--- src/rtl/pll_lock_sequencer.sv ---
// rtl/pll_lock_sequencer.sv - PLL reset/lock supervisor with retry and fail latch
//
// Purpose: drives the PLL RESETB pin, watches the asynchronous LOCK output and
// holds the downstream system reset until lock has been stable long enough.
// Lock timeouts and lock chatter trigger a fresh PLL reset pulse. A bounded
// number of retries is allowed before a sticky fail state is latched.
//
// Ports:
//   clk             in   reference clock (same net that feeds the PLL)
//   reset           in   synchronous, active-high
//   locked_async    in   PLL LOCK, asynchronous to clk
//   clear_fail      in   single-cycle pulse, leaves FAIL only
//   pll_resetb      out  to PLL RESETB, 0 holds the PLL in reset
//   sys_reset       out  active-high reset for downstream logic
//   ready           out  high only in RUN
//   fail            out  high only in FAIL
//   retry_count     out  retries used in the current episode
//   lock_loss_count out  lock losses seen in RUN, saturating at 255

module pll_lock_sequencer #(
  parameter int RESET_CYCLES  = 16,
  parameter int LOCK_TIMEOUT  = 12000,
  parameter int STABLE_CYCLES = 256,
  parameter int MAX_RETRIES   = 3,
  parameter int CNT_W         = 16,
  parameter int RETRY_W       = 4
) (
  input  logic               clk,
  input  logic               reset,
  input  logic               locked_async,
  input  logic               clear_fail,
  output logic               pll_resetb,
  output logic               sys_reset,
  output logic               ready,
  output logic               fail,
  output logic [RETRY_W-1:0] retry_count,
  output logic [7:0]         lock_loss_count
);

  typedef enum logic [2:0] {
    ST_PLL_RST   = 3'd0,
    ST_WAIT_LOCK = 3'd1,
    ST_STABILIZE = 3'd2,
    ST_RUN       = 3'd3,
    ST_FAIL      = 3'd4
  } state_t;

  localparam logic [CNT_W-1:0]   RST_LAST    = CNT_W'(RESET_CYCLES - 1);
  localparam logic [CNT_W-1:0]   LOCK_LAST   = CNT_W'(LOCK_TIMEOUT - 1);
  localparam logic [CNT_W-1:0]   STABLE_LAST = CNT_W'(STABLE_CYCLES - 1);
  localparam logic [RETRY_W-1:0] RETRY_MAX   = RETRY_W'(MAX_RETRIES);

  state_t             state, state_nxt;
  logic [CNT_W-1:0]   cnt, cnt_nxt;
  logic [RETRY_W-1:0] retry_nxt;
  logic [7:0]         loss_nxt;
  logic               lock_meta, lock_s;
  logic               timeout_evt;

  // State register, shared counter, episode counters and the 2-FF lock
  // synchronizer. The synchronizer is cleared by reset so a stale lock from
  // before reset cannot shortcut the sequence.
  always_ff @(posedge clk) begin
    if (reset) begin
      state           <= ST_PLL_RST;
      cnt             <= '0;
      retry_count     <= '0;
      lock_loss_count <= '0;
      lock_meta       <= 1'b0;
      lock_s          <= 1'b0;
    end else begin
      state           <= state_nxt;
      cnt             <= cnt_nxt;
      retry_count     <= retry_nxt;
      lock_loss_count <= loss_nxt;
      lock_meta       <= locked_async;
      lock_s          <= lock_meta;
    end
  end

  // Next-state logic. A lock timeout and lock chatter during stabilization
  // share one path: both consume a retry or land in FAIL.
  always_comb begin
    state_nxt   = state;
    cnt_nxt     = cnt;
    retry_nxt   = retry_count;
    loss_nxt    = lock_loss_count;
    timeout_evt = 1'b0;

    case (state)
      ST_PLL_RST: begin
        if (cnt == RST_LAST) begin
          state_nxt = ST_WAIT_LOCK;
          cnt_nxt   = '0;
        end else begin
          cnt_nxt = cnt + CNT_W'(1);
        end
      end
      ST_WAIT_LOCK: begin
        // Lock takes priority over a coincident timeout.
        if (lock_s) begin
          state_nxt = ST_STABILIZE;
          cnt_nxt   = '0;
        end else if (cnt == LOCK_LAST) begin
          timeout_evt = 1'b1;
        end else begin
          cnt_nxt = cnt + CNT_W'(1);
        end
      end
      ST_STABILIZE: begin
        if (!lock_s) begin
          timeout_evt = 1'b1;
        end else if (cnt == STABLE_LAST) begin
          state_nxt = ST_RUN;
          cnt_nxt   = '0;
        end else begin
          cnt_nxt = cnt + CNT_W'(1);
        end
      end
      ST_RUN: begin
        // Lock loss starts a new episode, so the retry budget is refilled.
        if (!lock_s) begin
          state_nxt = ST_PLL_RST;
          cnt_nxt   = '0;
          retry_nxt = '0;
          if (lock_loss_count != 8'hFF) begin
            loss_nxt = lock_loss_count + 8'd1;
          end
        end
      end
      ST_FAIL: begin
        if (clear_fail) begin
          state_nxt = ST_PLL_RST;
          cnt_nxt   = '0;
          retry_nxt = '0;
        end
      end
      default: begin
        state_nxt = ST_PLL_RST;
        cnt_nxt   = '0;
      end
    endcase

    if (timeout_evt) begin
      cnt_nxt = '0;
      if (retry_count == RETRY_MAX) begin
        state_nxt = ST_FAIL;
      end else begin
        state_nxt = ST_PLL_RST;
        retry_nxt = retry_count + RETRY_W'(1);
      end
    end
  end

  // Moore output decode.
  always_comb begin
    pll_resetb = 1'b1;
    sys_reset  = 1'b1;
    ready      = 1'b0;
    fail       = 1'b0;
    case (state)
      ST_PLL_RST:   pll_resetb = 1'b0;
      ST_WAIT_LOCK: pll_resetb = 1'b1;
      ST_STABILIZE: pll_resetb = 1'b1;
      ST_RUN: begin
        sys_reset = 1'b0;
        ready     = 1'b1;
      end
      ST_FAIL: begin
        pll_resetb = 1'b0;
        fail       = 1'b1;
      end
      default:      pll_resetb = 1'b0;
    endcase
  end

endmodule

--- config.mk ---
export PLATFORM = sky130hd
export DESIGN_NAME = pll_lock_sequencer
export DESIGN_NICKNAME = d
export VERILOG_FILES = /design/src/rtl/pll_lock_sequencer.sv
export SDC_FILE = /design/constraint.sdc
export NUM_CORES = 1
export LEC_CHECK = 0
export ABC_AREA = 0
export BUFFER_PORTS_ARGS = -buffer_cell sky130_fd_sc_hd__buf_2
export CAP_MARGIN = 20
export CORE_MARGIN = 10
export CORE_UTILIZATION = 51
export CTS_CLUSTER_SIZE = 12
export DETAILED_ROUTE_END_ITERATION = 7
export PLACE_DENSITY = 0.82
export SLEW_MARGIN = 20
export SYNTH_ARGS = -nofsm -noshare
export SYNTH_HDL_FRONTEND = slang
export SYNTH_SLANG_ARGS = --single-unit
--- constraint.sdc ---
create_clock -name clk -period 2 [get_ports clk]
set_input_delay 0.3 -clock clk [delete_from_list [all_inputs] [get_ports clk]]
set_output_delay 0.3 -clock clk [all_outputs]
set_load 0.02 [all_outputs]
==> metrics.csv, run 1 <==
metric;value;unit
HPWL after DPL;2776;um
Slew headroom;57.68;%
Leakage;0.0007896;uW
GR Util All Layers;12.96;%
post-synthesis sequential area ratio;38.62;%
flops & latches, synth;33;
Critical Path AT;2.19;ns
Final Critical Period;1.956;ns
Mapped Cells;192;
worst-path maximum fanout;14;
pwr/cell area;564.5;nW/um2
Syn Nets;199;
Most used DFF post-synth;dfxtp_1;
Worst-path clk slew;0.11;ns
CTS tree;built;
placer congestion estimate;0.7933;
synth unique cells;45;
Worst R2R Path Depth;6;
Yosys warning count;0;
Final Cell Area;2048;um2
VDD IR max;344.4;uV
vias in the first global route;1441;
Antenna Nets Post-Route;0;
DP Cell Count;262;
Std-Cell Rows;20;
CP Class;register to register;
total congestion overflow;0;
FF-to-FF End;cnt[14];
Gate power share;4.5;%
Post-Route Utilization;65.48;%
Worst R2R Start;cnt[12];
Fin. Hold Viols;0;
Core Area;3128;um2
Diodes inserted;0;
Critical Path RT;2.23;ns
P_int;891.5;uW
final WL;3757;um
worst skew pair latency;0.34;ns
1st-iter DRT viols;92;
clk sinks;33;
P&R area growth vs syn;19.75;%
DRC;0;
NetSw;264.7;uW
MaxCap Viol Count;0;
non-filler cells, final;271;
global-route wire length before repair;6713;um
crit share post-route;97.78;%
Max Freq;511.3;MHz
DIE WIDTH;77.91;um
Worst setup SP type;register;
area leader, netlist;dfxtp_1;
Clock Tree Root;clkbuf_4;
Slew Limit Fails;0;
most common cell in the synthesized netlist;dfxtp_1;
largest net degree at the start of global routing;17;
most area-consuming cells after synthesis;dfxtp_1, xor2_1, nor2_1;
Hold Slack;0.1629;ns
RSZ-0062 raised after global routing;yes;
outcome;finished clean;
Setup violations, final;0;
total number of vias;1506;
switching share of power;22.89;%
Commonest cells post-synth;dfxtp_1, nor2_1, nand2_1;
area share of the largest cell type after synthesis;38.62;%
ys async rst share;0;%
worst-margin pin slew;0.6281;ns
CTS HTree Levels;2;
TritonCTS buffer count;5;
hold path cells;2;
endpoint type of the worst setup path;register;
Total Die Area;6070;um2
Hold-fix buffers, CTS;0;
CTS max path bufs;2;
number of synthesized flops with an enable pin;0;
syn_area_per_cell;8.908;um2
1st-pass router iterations;4;
I/O pins;20;
hold endpoint;lock_meta;
Clock Power Share;37.5;%
placed cell areas;1947;um2
IO buf count;19;
Mapped Area;1710;um2
nets;233;
worst min-delay path startpoint;locked_async;
Initial Utilization;54.68;%
hold crit path type;input pin to register;
Die Span Y;77.91;um
initial antenna violation count;0;
R2R setup slack;0.04;ns
clk_skew;0.007888;ns
Flop pwr share;58.0;%
routed len/inst;13.86;um
via/cell ratio;5.557;
share of cells above drive strength 1;26.43;%
[logic make-up after synthesis]
logic type | share of synthesized area (%)
xor+xnor | 10.75
buf+inv | 2.779
simple gates | 31.89
compound gates | 11.92
mux | 1.829
flops | 38.62
fa+ha+maj | 2.195
[per-layer routing]
metal / vias to the layer above / share of wire [%] / GRT usage, %
met2: 29 / 51 / 21.64
met4: 0 / 0.72 / 4.301
met5: - / 0 / 0
met3: 4 / 4.3 / 3.687
met1: 710 / 44 / 15.60
li1: 763 / - / -
[state kept, by name (all words and copies together), names as in the netlist]
| register | count |
|---|---|
| cnt | 16 |
| lock_loss_count | 8 |
| retry_count | 4 |
| state | 3 |
| lock_meta | 1 |
| lock_s | 1 |
[cell usage in the layout (no fill, tap or decap), types with 3 or more instances in the layout]
cell type,synthesis,final
a21oi_1,5,4
and4_1,4,4
buf_2,2,19
buf_4,0,14
clkbuf_4,0,5
dfxtp_1,33,32
ha_1,3,3
inv_1,3,3
nand2_1,19,19
nand3_1,10,10
nand4_1,9,9
nor2_1,26,26
nor3_1,5,5
nor4b_1,5,3
o21ai_0,6,6
xnor2_1,8,8
xor2_1,13,13
[cell type report]
| cell class | instances | area, um2 |
|---|---|---|
| clock inverter | 1 | 5.005 |
| clock buffer | 7 | 65.06 |
| sequential | 33 | 661.9 |
| inverter | 3 | 11.26 |
| fill | 259 | 1080 |
| multi-input combinational | 149 | 1030 |
| timing repair buffer | 34 | 220.2 |
| tap | 44 | 55.05 |
[power groups by stage]
stage | logic (uW) | registers [uW] | clock network (uW)
global placement | 50.5 | 686 | 0
finish | 51.8 | 671 | 433
CTS | 52.2 | 671 | 436
detailed placement | 52.2 | 686 | 0
floorplan | 30.1 | 685 | 0
global route | 57.3 | 673 | 473
[worst max-delay path by stage]
stage / startpoint / end / slack (ns) / depth (start not counted)
after CTS: cnt[12] / retry_count[0] / 0.03 / 5
final: cnt[12] / cnt[14] / 0.04 / 6
after global routing: cnt[9] / cnt[7] / -0.04 / 6
after detailed placement: cnt[0] / cnt[3] / -0.005 / 7
after global placement: cnt[9] / cnt[14] / 0.10 / 6
after floorplan: cnt[9] / cnt[5] / 0.09 / 6
[critical path, stage by stage, from the launching register on]
cell	delay, ns
dfxtp_1	0.35
or4_4	0.56
nor4_2	0.32
nor4b_2	0.13
o31ai_4	0.27
buf_12	0.17
nor2_1	0.05
[metrics by stage]
stage | setup TNS [ns] | setup WS [ns] | total power (uW)
finish | 0 | 0.04430 | 1156
floorplan | 0 | 0.09087 | 714.7
global route | -0.4193 | -0.03917 | 1203
CTS | 0 | 0.02561 | 1159
global placement | 0 | 0.1020 | 736.2
detailed placement | -0.007913 | -0.004686 | 738.2
[what timing repair did]
item | CTS | global route
pin swaps | 0 | 2
endpoints found under the setup margin | 15 | 18
buffers inserted | 0 | 1
cloned | 0 | 0
gates resized for setup | 2 | 3
endpoints found under the hold margin | 0 | 0
No activity file was read; power rests on OpenSTA's default activity.
==> run 2: changes to the inputs <==
--- a/config.mk
+++ b/config.mk
@@ -13,6 +13,7 @@
 export CTS_CLUSTER_SIZE = 12
 export DETAILED_ROUTE_END_ITERATION = 7
 export PLACE_DENSITY = 0.82
+export RECOVER_POWER = 100
 export SLEW_MARGIN = 20
 export SYNTH_ARGS = -nofsm -noshare
 export SYNTH_HDL_FRONTEND = slang
==> metrics.csv, run 2 (same netlist as run 1, synthesis figures left out) <==
metric;value;unit;change
outcome;finished clean;;
Worst R2R Start;cnt[12];;
Critical Path AT;2.19;ns;about the same
Met3 Wirelength;169;um;+4.3%
share of cells above drive strength 1;20.26;%;-6.2 points
biggest regs;cnt (16), lock_loss_count (8), retry_count (4);;
Flop pwr share;58.1;%;about the same
IO buf count;19;;unchanged
Antenna Nets Post-Route;0;;unchanged
Clock Tree Root;clkbuf_4;;
Hold Slack;0.1632;ns;+0.0002800 ns
vias in the first global route;1441;;unchanged
commonest non-fill, non-tap cell in the layout;dfxtp_1;;
total number of vias;1507;;+0.066%
Critical-path top delay cell;or4_4;;
clk_skew;0.006627;ns;-0.001261 ns
FF-to-FF End;cnt[12];;
routed len/inst;13.85;um;-0.11%
CTS tree;built;;
R2R setup slack;0.05;ns;about the same
Largest delay share family, worst path;simple AND/OR/NAND/NOR gates;;
pwr/cell area;569.9;nW/um2;+0.96%
crit share post-route;97.72;%;about the same
switching share of power;22.81;%;-0.087 points
P_int;891.2;uW;about the same
Hold-fix buffers, CTS;0;;unchanged
Met2 Routed Length;1886;um;-1.0%
MaxCap Viol Count;0;;unchanged
Largest register FFs;16;;unchanged
Worst-path clk slew;0.10;ns;about the same
Initial Utilization;54.68;%;unchanged
worst setup path startpoint;cnt[12];;
Slew Limit Fails;0;;unchanged
RSZ-0062 raised after global routing;yes;;
1st-iter DRT viols;81;;-12%
Total Die Area;6070;um2;unchanged
DP Cell Count;262;;unchanged
global-route wire length before repair;6713;um;unchanged
Clock Power Share;37.4;%;about the same
Std-Cell Rows;20;;unchanged
Crit. path cell count;6;;unchanged
clk sinks;33;;unchanged
DIE WIDTH;77.91;um;unchanged
Metal-1 WL;1670;um;+0.66%
CP Class;register to register;;
I/O pins;20;;unchanged
Slew headroom;52.39;%;-5.3 points
initial antenna violation count;0;;unchanged
critical path endpoint;cnt[12];;
CTS HTree Levels;2;;unchanged
placer congestion estimate;0.7933;;unchanged
Worst setup SP type;register;;
DRC;0;;unchanged
Core Area;3128;um2;unchanged
WP buf/inv;1;;unchanged
largest net degree at the start of global routing;17;;unchanged
Final Critical Period;1.954;ns;-0.001359 ns
VDD IR max;344.4;uV;about the same
worst skew pair latency;0.34;ns;about the same
via/cell ratio;5.561;;about the same
Diodes inserted;0;;unchanged
Fill cells;269;;+3.9%
P&R area growth vs syn;18.43;%;
crit-path cells;or4_4 -> nor4_2 -> nor4b_2 -> o31ai_4 -> buf_12 -> nor2_1;;
non-filler cells, final;271;;unchanged
worst-path maximum fanout;14;;unchanged
hold crit path type;input pin to register;;
Leakage;0.0007270;uW;-7.9%
Worst R2R Path Depth;6;;unchanged
total congestion overflow;0;;unchanged
most frequent cells in the layout;dfxtp_1, nor2_1, nand2_1;;
Max stage delay on crit path;0.56;ns;about the same
Die Span Y;77.91;um;unchanged
GR Util All Layers;12.96;%;unchanged
Gate power share;4.5;%;about the same
HPWL after DPL;2776;um;unchanged
final WL;3753;um;-0.11%
1st-pass router iterations;4;;unchanged
NetSw;263.3;uW;-0.53%
Max Freq;511.7;MHz;about the same
Setup violations, final;0;;unchanged
Reg with most FFs;cnt;;
endpoint type of the worst setup path;register;;
uppermost layer routed;met4;;
Critical Path RT;2.24;ns;about the same
TritonCTS buffer count;5;;unchanged
nets;233;;unchanged
Fin. Hold Viols;0;;unchanged
worst-margin pin slew;0.7141;ns;+0.08599 ns
CTS max path bufs;2;;unchanged
run 2: layout make-up:
cell class                      count  area, um2  share of cell area (%)
Multi-Input combinational cell    149       1030                   50.83
Sequential cell                    33      661.9                   32.67
Timing Repair Buffer               34      197.7                   9.759
Clock buffer                        7      65.06                   3.212
Tap cell                           44      55.05                   2.718
Inverter                            3      11.26                  0.5559
Clock inverter                      1      5.005                  0.2471
run 2: power by group through the flow:
stage	sequential [uW]	combinational (uW)	clock [uW]
floorplan	685	30.1	0
global placement	686	50.5	0
detailed placement	686	52.2	0
CTS	671	52.2	436
global route	673	57.0	473
finish	671	51.5	432
run 2: what timing repair did:
item,CTS,global route
setup buffers,0,1
resized for setup,2,3
hold endpoints to repair,0,0
setup endpoints to repair,15,18
pin swaps,0,2
run 2: worst min-delay path by stage:
stage	startpoint	to	slack, ns	cells past startpoint
after floorplan	reset	retry_count[2]	0.40	1
after global placement	lock_meta	lock_s	0.42	1
after detailed placement	lock_meta	lock_s	0.42	1
after CTS	locked_async	lock_meta	0.16	2
after global routing	locked_async	lock_meta	0.20	2
final	locked_async	lock_meta	0.16	2
run 2: per-layer routing:
| metal | GRT usage (%) | vias to the layer above |
|---|---|---|
| li1 | - | 763 |
| met1 | 15.60 | 712 |
| met2 | 21.64 | 28 |
| met3 | 3.687 | 4 |
| met4 | 4.301 | 0 |
| met5 | 0 | - |
run 2: worst register-to-register path, cell delays in order, from the launching register on:
cell,delay (ns)
dfxtp_1,0.35
or4_4,0.56
nor4_2,0.32
nor4b_2,0.13
o31ai_4,0.27
buf_12,0.17
nor2_1,0.06
run 2: per-stage QoR:
step / total power, uW / setup WS [ns] / util (%) / TNS (ns) / area, um2
3_5_place_dp: 738.2 / -0.004686 / 62.24 / -0.007913 / 1947
6_report: 1155 / 0.04566 / 64.76 / 0 / 2026
3_3_place_gp: 736.2 / 0.1020 / 62.24 / 0 / 1947
2_1_floorplan: 714.7 / 0.09087 / - / 0 / 1715
5_1_grt: 1203 / -0.03917 / 64.76 / -0.4370 / 2026
4_1_cts: 1159 / 0.02561 / 64.88 / 0 / 2029
==> run 3: changes to the inputs <==
--- a/config.mk
+++ b/config.mk
@@ -8,7 +8,7 @@
 export ABC_AREA = 0
 export BUFFER_PORTS_ARGS = -buffer_cell sky130_fd_sc_hd__buf_2
 export CAP_MARGIN = 20
-export CORE_MARGIN = 10
+export CORE_MARGIN = 1
 export CORE_UTILIZATION = 51
 export CTS_CLUSTER_SIZE = 12
 export DETAILED_ROUTE_END_ITERATION = 7
==> metrics.csv, run 3 (same netlist as run 1, synthesis figures left out) <==
metric;value;unit;change
hold crit path type;input pin to register;;
R2R setup slack;0.003;ns;-0.04 ns
Clock Tree Root;clkbuf_4;;
hold endpoint;lock_meta;;
worst-path maximum fanout;14;;unchanged
worst-margin pin slew;0.7327;ns;+0.01861 ns
GR Util All Layers;22.39;%;+9.4 points
pwr/cell area;614.7;nW/um2;+7.9%
I/O pins;20;;unchanged
Worst setup SP type;register;;
Die Span Y;59.91;um;-23%
final WL;3751;um;about the same
Critical Path AT;2.22;ns;+0.03 ns
clk sinks;33;;unchanged
share of cells above drive strength 1;16.37;%;-3.9 points
Max Freq;500.9;MHz;-2.1%
DRC;0;;unchanged
Reg with most FFs;cnt;;
Sequential Area;661.9;um2;unchanged
crit share post-route;99.83;%;+2.1 points
most frequent cells in the layout;dfxtp_1, nor2_1, clkbuf_1;;
placer congestion estimate;0.7925;;-0.10%
switching share of power;20.36;%;-2.4 points
Hold Slack;0.1893;ns;+0.02607 ns
Std-Cell Rows;20;;unchanged
total number of vias;1524;;+1.1%
Largest register FFs;16;;unchanged
IO buf count;19;;unchanged
Gate power share;4.2;%;-0.3 points
P_int;985.6;uW;+11%
Diodes inserted;0;;unchanged
CTS HTree Levels;2;;unchanged
hold path cells;2;;unchanged
Flop pwr share;54.2;%;-3.9 points
Worst-path clk slew;0.09;ns;about the same
Clock Power Share;41.6;%;+4.2 points
worst skew pair latency;0.33;ns;about the same
Fin. Hold Viols;0;;unchanged
Total Die Area;3589;um2;-41%
CTS tree;built;;
HPWL after DPL;2498;um;-10%
total congestion overflow;0;;unchanged
DIE WIDTH;59.91;um;-23%
FF-to-FF End;cnt[15];;
largest net degree at the start of global routing;17;;unchanged
P&R area growth vs syn;17.70;%;
via/cell ratio;5.644;;+1.5%
MaxCap Viol Count;0;;unchanged
1st-iter DRT viols;114;;+41%
Initial Utilization;54.68;%;unchanged
clk_skew;0.01411;ns;+0.007486 ns
NetSw;252.0;uW;-4.3%
CP Class;register to register;;
worst min-delay path startpoint;locked_async;;
nets;232;;-0.43%
Leakage;0.0007057;uW;-2.9%
outcome;finished clean;;
routed len/inst;13.89;um;+0.32%
TritonCTS buffer count;5;;unchanged
Setup violations, final;0;;unchanged
Final Critical Period;1.997;ns;+0.04226 ns
Fill cells;283;;+5.2%
multi-input logic area;1018;um2;-1.1%
vias in the first global route;1348;;-6.5%
Critical Path RT;2.22;ns;-0.02 ns
1st-pass router iterations;4;;unchanged
endpoint type of the worst setup path;register;;
worst setup path startpoint;cnt[8];;
placed cell areas;1939;um2;-0.39%
Core Area;3128;um2;unchanged
VDD IR max;437.8;uV;+27%
RSZ-0062 raised after global routing;yes;;
initial antenna violation count;0;;unchanged
Post-Route Utilization;64.36;%;-0.40 points
Slew headroom;51.15;%;-1.2 points
commonest non-fill, non-tap cell in the layout;dfxtp_1;;
Slew Limit Fails;0;;unchanged
Final Cell Area;2013;um2;-0.62%
CTS max path bufs;2;;unchanged
biggest regs;cnt (16), lock_loss_count (8), retry_count (4);;
Worst R2R Path Depth;6;;unchanged
global-route wire length before repair;5989;um;-11%
Antenna Nets Post-Route;0;;unchanged
Worst R2R Start;cnt[8];;
run 3: final cells by class:
class,count,area share (%)
inverter,3,0.5594
clock inverter,1,1.492
tap,44,2.735
sequential,33,32.88
multi-input combinational,149,50.59
clock buffer,7,2.735
timing repair buffer,33,9.012
run 3: power by group through the flow:
stage	logic, uW	clock network [uW]	registers [uW]
after floorplan	30.1	0	685
after global placement	50.9	0	686
after detailed placement	52.4	0	686
after CTS	52.7	528	671
after global routing	56.5	550	672
final	52.4	514	671
run 3: how the worst max path moves through the flow:
stage / slack, ns / endpoint
after floorplan: 0.09 / cnt[5]
after global placement: 0.09 / retry_count[1]
after detailed placement: 0.005 / cnt[1]
after CTS: 0.01 / cnt[11]
after global routing: -0.06 / cnt[11]
final: 0.003 / cnt[15]
run 3: timing repair:
item | in CTS | in global routing
buffers inserted | 0 | 1
hold buffers | 0 | 0
setup endpoints to repair | 16 | 16
gates resized for setup | 1 | 3
pin swaps | 0 | 3
run 3: routing by layer:
layer,GRT usage [%],wire length [um],vias up
li1,-,-,758
met4,10.30,54,0
met2,34.13,1854,39
met3,5.195,153,5
met5,0,0,-
met1,29.89,1690,722
run 3: metrics by stage:
stage          cells  total power, uW  worst slack, ns  setup TNS, ns
2_1_floorplan    192            714.7          0.09087              0
3_3_place_gp     261            736.4          0.09246              0
3_5_place_dp     261            738.0         0.005117              0
4_1_cts          269             1251          0.01136              0
5_1_grt          270             1279         -0.05623        -0.7416
6_report         270             1238         0.003401              0
run 3: critical path, cell delays in order, from the launching register on:
cell	delay, ns
dfxtp_1	0.33
or4_4	0.57
o21ai_0	0.28
nand3b_1	0.23
o31ai_4	0.26
buf_12	0.18
nor2_1	0.05
